**src/rtl/multi_adder_sum_if.sv**
```systemverilog
// Bus bundle for multi_adder_sum: packed feature inputs with valid qualifier,
// and the saturated result with its aligned valid.
//   d_in   : CL_IN*N packed signed features, feature i at d_in[i*N +: N]
//   en_in  : d_in valid this cycle
//   d_out  : N-bit signed result
//   en_out : one-cycle pulse per accepted en_in, aligned with d_out
interface multi_adder_sum_if #(
    parameter int unsigned CL_IN = 8,
    parameter int unsigned N     = 3
);
    logic [CL_IN*N-1:0] d_in;
    logic               en_in;
    logic [N-1:0]       d_out;
    logic               en_out;

    modport master (
        output d_in,
        output en_in,
        input  d_out,
        input  en_out
    );

    modport slave (
        input  d_in,
        input  en_in,
        output d_out,
        output en_out
    );
endinterface

```
**src/rtl/multi_adder_sum.sv**
```systemverilog
// Pipelined signed multi-input adder: registered binary adder tree over CL_IN
// features, arithmetic right shift by SR, optional ReLU, saturation to N bits.
// A valid flag travels alongside the data with the same latency (L_T + 1).
//   clk  : rising-edge clock
//   rst  : asynchronous active-low reset
//   bus  : slave side of multi_adder_sum_if (d_in/en_in in, d_out/en_out out)
module multi_adder_sum #(
    parameter int unsigned CL_IN = 8,
    parameter int unsigned RELU  = 0,
    parameter int unsigned N     = 3,
    parameter int unsigned SR    = 2
) (
    input  logic               clk,
    input  logic               rst,
    multi_adder_sum_if.slave   bus
);
    localparam int unsigned L_T = $clog2(CL_IN);
    localparam int unsigned P   = 1 << L_T;
    localparam int unsigned W   = N + L_T;

    // Saturation bounds expressed at tree width; ~MAX is the most negative N-bit value
    localparam logic signed [W-1:0] SAT_MAX = W'((1 << (N - 1)) - 1);
    localparam logic signed [W-1:0] SAT_MIN = ~SAT_MAX;

    // Heap-ordered tree: index 1 is the root, children of k are 2k and 2k+1,
    // leaves occupy P..2P-1 (sign-extended inputs, zero padding beyond CL_IN).
    logic signed [W-1:0] heap_c [1:2*P-1];
    logic signed [W-1:0] sum_c;
    logic                post_en_c;

    for (genvar g = 0; g < P; g++) begin : gen_leaf
        if (g < CL_IN) begin : gen_in
            assign heap_c[P+g] = W'(signed'(bus.d_in[g*N +: N]));
        end else begin : gen_pad
            assign heap_c[P+g] = '0;
        end
    end

    // Registered adder levels; every internal node is one register deep per level
    if (L_T > 0) begin : gen_tree
        logic signed [W-1:0] node_q [1:P-1];

        always_ff @(posedge clk or negedge rst) begin
            if (!rst) begin
                for (int unsigned i = 1; i < P; i++) begin
                    node_q[i] <= '0;
                end
            end else begin
                for (int unsigned i = 1; i < P; i++) begin
                    node_q[i] <= heap_c[2*i] + heap_c[2*i+1];
                end
            end
        end

        for (genvar g = 1; g < P; g++) begin : gen_link
            assign heap_c[g] = node_q[g];
        end

        assign sum_c = node_q[1];
    end else begin : gen_no_tree
        assign sum_c = heap_c[1];
    end

    // Valid shift register matching the tree depth
    if (L_T > 0) begin : gen_en
        logic [L_T-1:0] en_q;

        always_ff @(posedge clk or negedge rst) begin
            if (!rst) begin
                en_q <= '0;
            end else begin
                en_q[0] <= bus.en_in;
                for (int unsigned i = 1; i < L_T; i++) begin
                    en_q[i] <= en_q[i-1];
                end
            end
        end

        assign post_en_c = en_q[L_T-1];
    end else begin : gen_no_en
        assign post_en_c = bus.en_in;
    end

    // Post stage: shift, optional ReLU, saturate
    logic signed [W-1:0] shr_c;
    logic signed [N-1:0] sat_c;

    assign shr_c = sum_c >>> SR;

    always_comb begin
        sat_c = N'(shr_c);
        if ((RELU != 0) && (shr_c < 0)) begin
            sat_c = '0;
        end else if (shr_c > SAT_MAX) begin
            sat_c = N'(SAT_MAX);
        end else if (shr_c < SAT_MIN) begin
            sat_c = N'(SAT_MIN);
        end
    end

    // Output register holds its value between valid results
    always_ff @(posedge clk or negedge rst) begin
        if (!rst) begin
            bus.d_out  <= '0;
            bus.en_out <= 1'b0;
        end else begin
            bus.en_out <= post_en_c;
            if (post_en_c) begin
                bus.d_out <= sat_c;
            end
        end
    end
endmodule

```
**src/flat_wrapper.sv**
```systemverilog
// flat-port wrapper written by rule: the top's interface ports become plain ports
module multi_adder_sum_flat 
#(
    parameter int unsigned CL_IN = 8,
    parameter int unsigned RELU  = 0,
    parameter int unsigned N     = 3,
    parameter int unsigned SR    = 2
)
  (clk, rst, bus_d_in, bus_en_in, bus_d_out, bus_en_out);
  multi_adder_sum_if #(.CL_IN(CL_IN), .N(N)) bus_i ();
  input  logic clk;
  input  logic rst;
  input wire logic [$bits(bus_i.d_in)-1:0] bus_d_in;
  input wire logic [$bits(bus_i.en_in)-1:0] bus_en_in;
  output wire logic [$bits(bus_i.d_out)-1:0] bus_d_out;
  output wire logic [$bits(bus_i.en_out)-1:0] bus_en_out;
  assign bus_i.d_in = bus_d_in;
  assign bus_i.en_in = bus_en_in;
  assign bus_d_out = bus_i.d_out;
  assign bus_en_out = bus_i.en_out;
  multi_adder_sum #(.CL_IN(CL_IN), .RELU(RELU), .N(N), .SR(SR)) u_core (.clk(clk), .rst(rst), .bus(bus_i));
endmodule
```
**config.mk**
```make
export PLATFORM = sky130hd
export DESIGN_NAME = multi_adder_sum_flat
export DESIGN_NICKNAME = d
export VERILOG_FILES = /design/src/rtl/multi_adder_sum_if.sv /design/src/rtl/multi_adder_sum.sv /design/src/flat_wrapper.sv
export SDC_FILE = /design/constraint.sdc
export NUM_CORES = 1
export LEC_CHECK = 0
export BUFFER_PORTS_ARGS = -buffer_cell sky130_fd_sc_hd__clkbuf_2
export CAP_MARGIN = 10
export CORE_AREA = 2 2 61 63
export CTS_CLUSTER_SIZE = 14
export DETAILED_ROUTE_END_ITERATION = 10
export DIE_AREA = 0 0 63 65
export PLACE_DENSITY = 0.85
export SLEW_MARGIN = 10
export SYNTH_ARGS = -nofsm -noshare
export SYNTH_HDL_FRONTEND = slang
export SYNTH_SLANG_ARGS = --single-unit
```
**constraint.sdc**
```tcl
create_clock -name clk -period 1.6 [get_ports clk]
set_clock_uncertainty 0.05 [all_clocks]
set_input_delay 0.24 -clock clk [delete_from_list [all_inputs] [get_ports clk]]
set_output_delay 0.24 -clock clk [all_outputs]
set_load 0.03 [all_outputs]
```
# [Word level (Yosys, flattened, before mapping)]
# Cells that the tools add are included.
[totals] regBits=49 input_bits=27 word_cells=21
[classes] addsub=7 magnitude_cmp=2 n_mux=2
[ops] operator="$add A6 B6 Y6" n=3
[ops] operator="$add A3 B3 Y4" n=4
[ops] operator="$mux W3" n=2
[ops] operator="$gt A4 B3 Y1 const B" n=1
[ops] operator="$lt A4 B3 Y1 const B" n=1

# [Logic depth before layout (Yosys ltp)]
[depth] word_depth=3 depth_mapped=5 mapped_depth_nobuf=5

# [Worst setup path before layout]
# OpenSTA, ideal clock, no wires.
[synth_timing] kind="reg-to-reg" from="register u_core.gen_tree.node_q[25] (netlist bit)" to="register u_core.gen_tree.node_q, in the netlist u_core.sum_c[5]" setup_time_ns=0.125 arrival_ns=1.144 slack_ns=0.281 stages_incl_launch_ff=6 path_cell_list="dfrtp_1 ha_1 nand3_1 a211oi_2 a21oi_1 xnor2_1"
[synth_via] elab_chain_cells=1
[synth_lines] item="start: declaration" line="multi_adder_sum.sv:41" source="logic signed [W-1:0] node_q [1:P-1];"
[synth_lines] item="start signal: indexed assignment" line="multi_adder_sum.sv:50" source="node_q[i] <= heap_c[2*i] + heap_c[2*i+1];"
[synth_lines] item="$add A6 B6 Y6" line="multi_adder_sum.sv:50"
# Every way passes these cells.
# A chain may end at the register's enable or synchronous reset.

# [Worst setup path after layout]
[layout_timing] from="register u_core.gen_tree.node_q[26] (netlist bit)" to="register u_core.gen_tree.node_q, in the netlist u_core.sum_c[5]"
# The elaborated chain is that of the path after synthesis.

==> results.yml <==
timing:
  rsz0062_at_grt: "no"
  fin_setup_tns_ns: 0
  max-slew-margin-rel_pct: 68.81
  period_share_pct: 91.82
  slew_viol_final: 0
  max_freq_ghz: 0.6807
  tightestPinTransition_ns: 0.4679
  setup_violations: 0
  hold_viol_final: 0
  min_period_ns: 1.469
placement:
  detailed_place_hpwl_um: 2286
  gp_congestion: 0.7196
  dp.cells: 207
  port-buffer-count: 30
floorplanning:
  row_count: 22
  placeableCoreArea_mm2: 0.003496
  die_y_um: 65
  die_x_um: 63
  dieArea_mm2: 0.004095
  start_util_pct: 52.25
  io_pins: 31
critical_path:
  worst-path-buf-inv: 0
  path_cells: "ha_1, nor3_1, a211oi_2, a21oi_1, xnor2_1"
  r2r_start: "u_core.gen_tree.node_q[26]"
  arrival_ns: 1.69
  cp-end-kind: "flip-flop"
  required_ns: 1.82
  path_max_fanout: 3
  critPathTopFamily: "flip-flops"
  slowest_stage: "dfrtp_1"
  crit_path_max_incr_delay_ns: 0.40
  cp.depth: 5
  regToRegSetupSlack_ns: 0.13
  path_class: "reg2reg"
  start_kind: "flip-flop"
  startpoint: "u_core.gen_tree.node_q[26]"
  reg2reg_depth: 5
pwr:
  internal-power_mw: 2.290
  p_sw_mw: 1.018
  p_sw_share_pct: 30.77
  max-vdd-ir-drop_v: 0.0007537
  clockPowerShare_pct: 24.5
  seqPwrFrac_pct: 41.7
  power_frac_comb_pct: 33.8
  leakage_nw: 1.096
  p_per_area_mw_per_mm2: 1524
route:
  postRouteAntennaNets: 0
  vias: 1082
  first_pass_iters: 4
  drtIter0Drc: 24
  drt-wirelength-per-cell_um: 12.89
  vias_per_cell: 4.986
  routed_wl_um: 2798
  drc: 0
global_routing:
  grt_overflow: 0
  grt_pass1_wl_um: 4857
  antenna_found_initial: 0
  grt_pass1_vias: 1192
  grt_usage_pct: 15.97
  grt_max_degree: 40
layout:
  synthToLayoutAreaGrowth_pct: 18.77
  drive_above_1_share_pct: 29.59
  nets: 225
  fin_cells: 217
  fillCellCount: 286
  antenna_cells: 0
synth:
  ys_types: 23
  synth_area_leaders: "dfrtp_1 (53%), ha_1 (16%), fa_1 (6.6%), xor2_1 (3.8%), mux2_2 (3.7%)"
  synth_area_per_cell_um2: 14.27
  synth-seq-cells: 39
  synth_cells: 128
  netlist_area_mm2: 0.001827
  synthFlopType: "dfrtp_1"
  syn-num-nets: 185
  yosysTopAreaCell: "dfrtp_1"
  yosysSeqAreaShare_pct: 53.42
  synth_edf_count: 0
  synth_top_cell_area_share_pct: 53.42
  async_flop_share_pct: 100.0
  synth_warnings: 0
clock_network:
  h-tree-depth: 2
  clk_path_buf_depth: 2
  postCtsSetupRepairBufs: 0
  cts_tree: "yes"
  clock_latency_ns: 0.35
  ctsHoldBuffers: 2
  cts_made_buffers: 5
  cts_root_buffer: "clkbuf_4"
  cts_resized: 0
  cts_sinks: 39
  clk_pin_slew_ns: 0.12
hold_path:
  min_path_type: "in2reg"
  hold_depth: 2
  min-delay-start: "bus_d_in[21]"
outcome:
  outcome: "completed"
run:
  drv_cap: 0
path summary, 6_finish.rpt:
path                                               to
hold / removal              u_core.gen_tree.node_q[0]
hold reg to reg                 u_core.gen_en.en_q[1]
setup / recovery                      u_core.sum_c[5]
min in group asynchronous  u_core.gen_tree.node_q[24]
max in group asynchronous  u_core.gen_tree.node_q[13]
setup reg to reg                      u_core.sum_c[5]
power groups by stage:
stage | clock, mW | combinational (mW) | sequential, mW
final | 0.811 | 1.12 | 1.38
after global routing | 0.886 | 1.25 | 1.41
after CTS | 0.837 | 1.13 | 1.38
after global placement | 0 | 1.05 | 1.39
after detailed placement | 0 | 1.12 | 1.41
after floorplan | 0 | 0.778 | 1.46
cell usage after synthesis, drive strengths merged, types with 3 or more instances:
cell,number
a211oi,4
a21o,5
dfrtp,39
fa,6
ha,24
inv,10
mux2,6
nand2b,4
nor2b,3
xnor2,5
xor2,8
layout make-up:
cell class	instances	area (µm²)	area share, %
repair buffers	33	177.7	8.189
multi-input cells	79	813.3	37.49
well taps	48	60.06	2.768
flip-flops and latches	39	975.9	44.98
clock buffers	5	37.54	1.730
clock inverters	3	67.56	3.114
inverters	10	37.54	1.730
layout by cell type, fill, tap and decap left out, types with 4 or more instances in the layout:
cell type / count
nand2b_1: 4
clkbuf_2: 30
clkbuf_4: 5
inv_1: 9
xnor2_1: 5
xor2_1: 8
dfrtp_1: 39
mux2_2: 6
fa_1: 6
a21o_1: 5
ha_1: 24
cells by family (layout without fill, tap and decap cells):
logic type,after synthesis,after routing,share of synthesized area (%)
AO/OA/AOI/OAI,16,16,6.438
XOR/XNOR,13,13,6.233
adder cells (fa/ha/maj),32,32,24.25
buffers and inverters,10,51,2.054
flip-flops,39,39,53.42
multiplexers,6,6,3.698
AND/OR/NAND/NOR,12,12,3.904
metal layers:
| metal | share of wire (%) | GRT usage, % |
|---|---|---|
| met5 | 0 | 0 |
| met4 | 0.75 | 4.722 |
| met3 | 4.9 | 5.382 |
| met2 | 58 | 31.25 |
| met1 | 36 | 15.75 |
metrics by stage:
step           hold WS, ns  setup WS (ns)  util [%]  power [mW]  cell area (µm²)
5_1_grt            0.03556        0.08304     62.06       3.548             2170
3_5_place_dp        0.2640         0.1702     58.48       2.531             2044
6_report           0.06131         0.1309     62.06       3.307             2170
3_3_place_gp        0.2566         0.2406     58.48       2.436             2044
2_1_floorplan      -0.1056         0.2812         -       2.234             1827
4_1_cts            0.04817         0.1425     62.06       3.355             2170
state kept, by name (all words and copies together) (netlist names):
name and flops:
u_core.gen_tree.node_q 28, u_core.sum_c 4, u_core.bus.d_out 3, u_core.gen_en.en_q 3, u_core.bus.en_out 1
No activity file was read; power rests on OpenSTA's default activity.
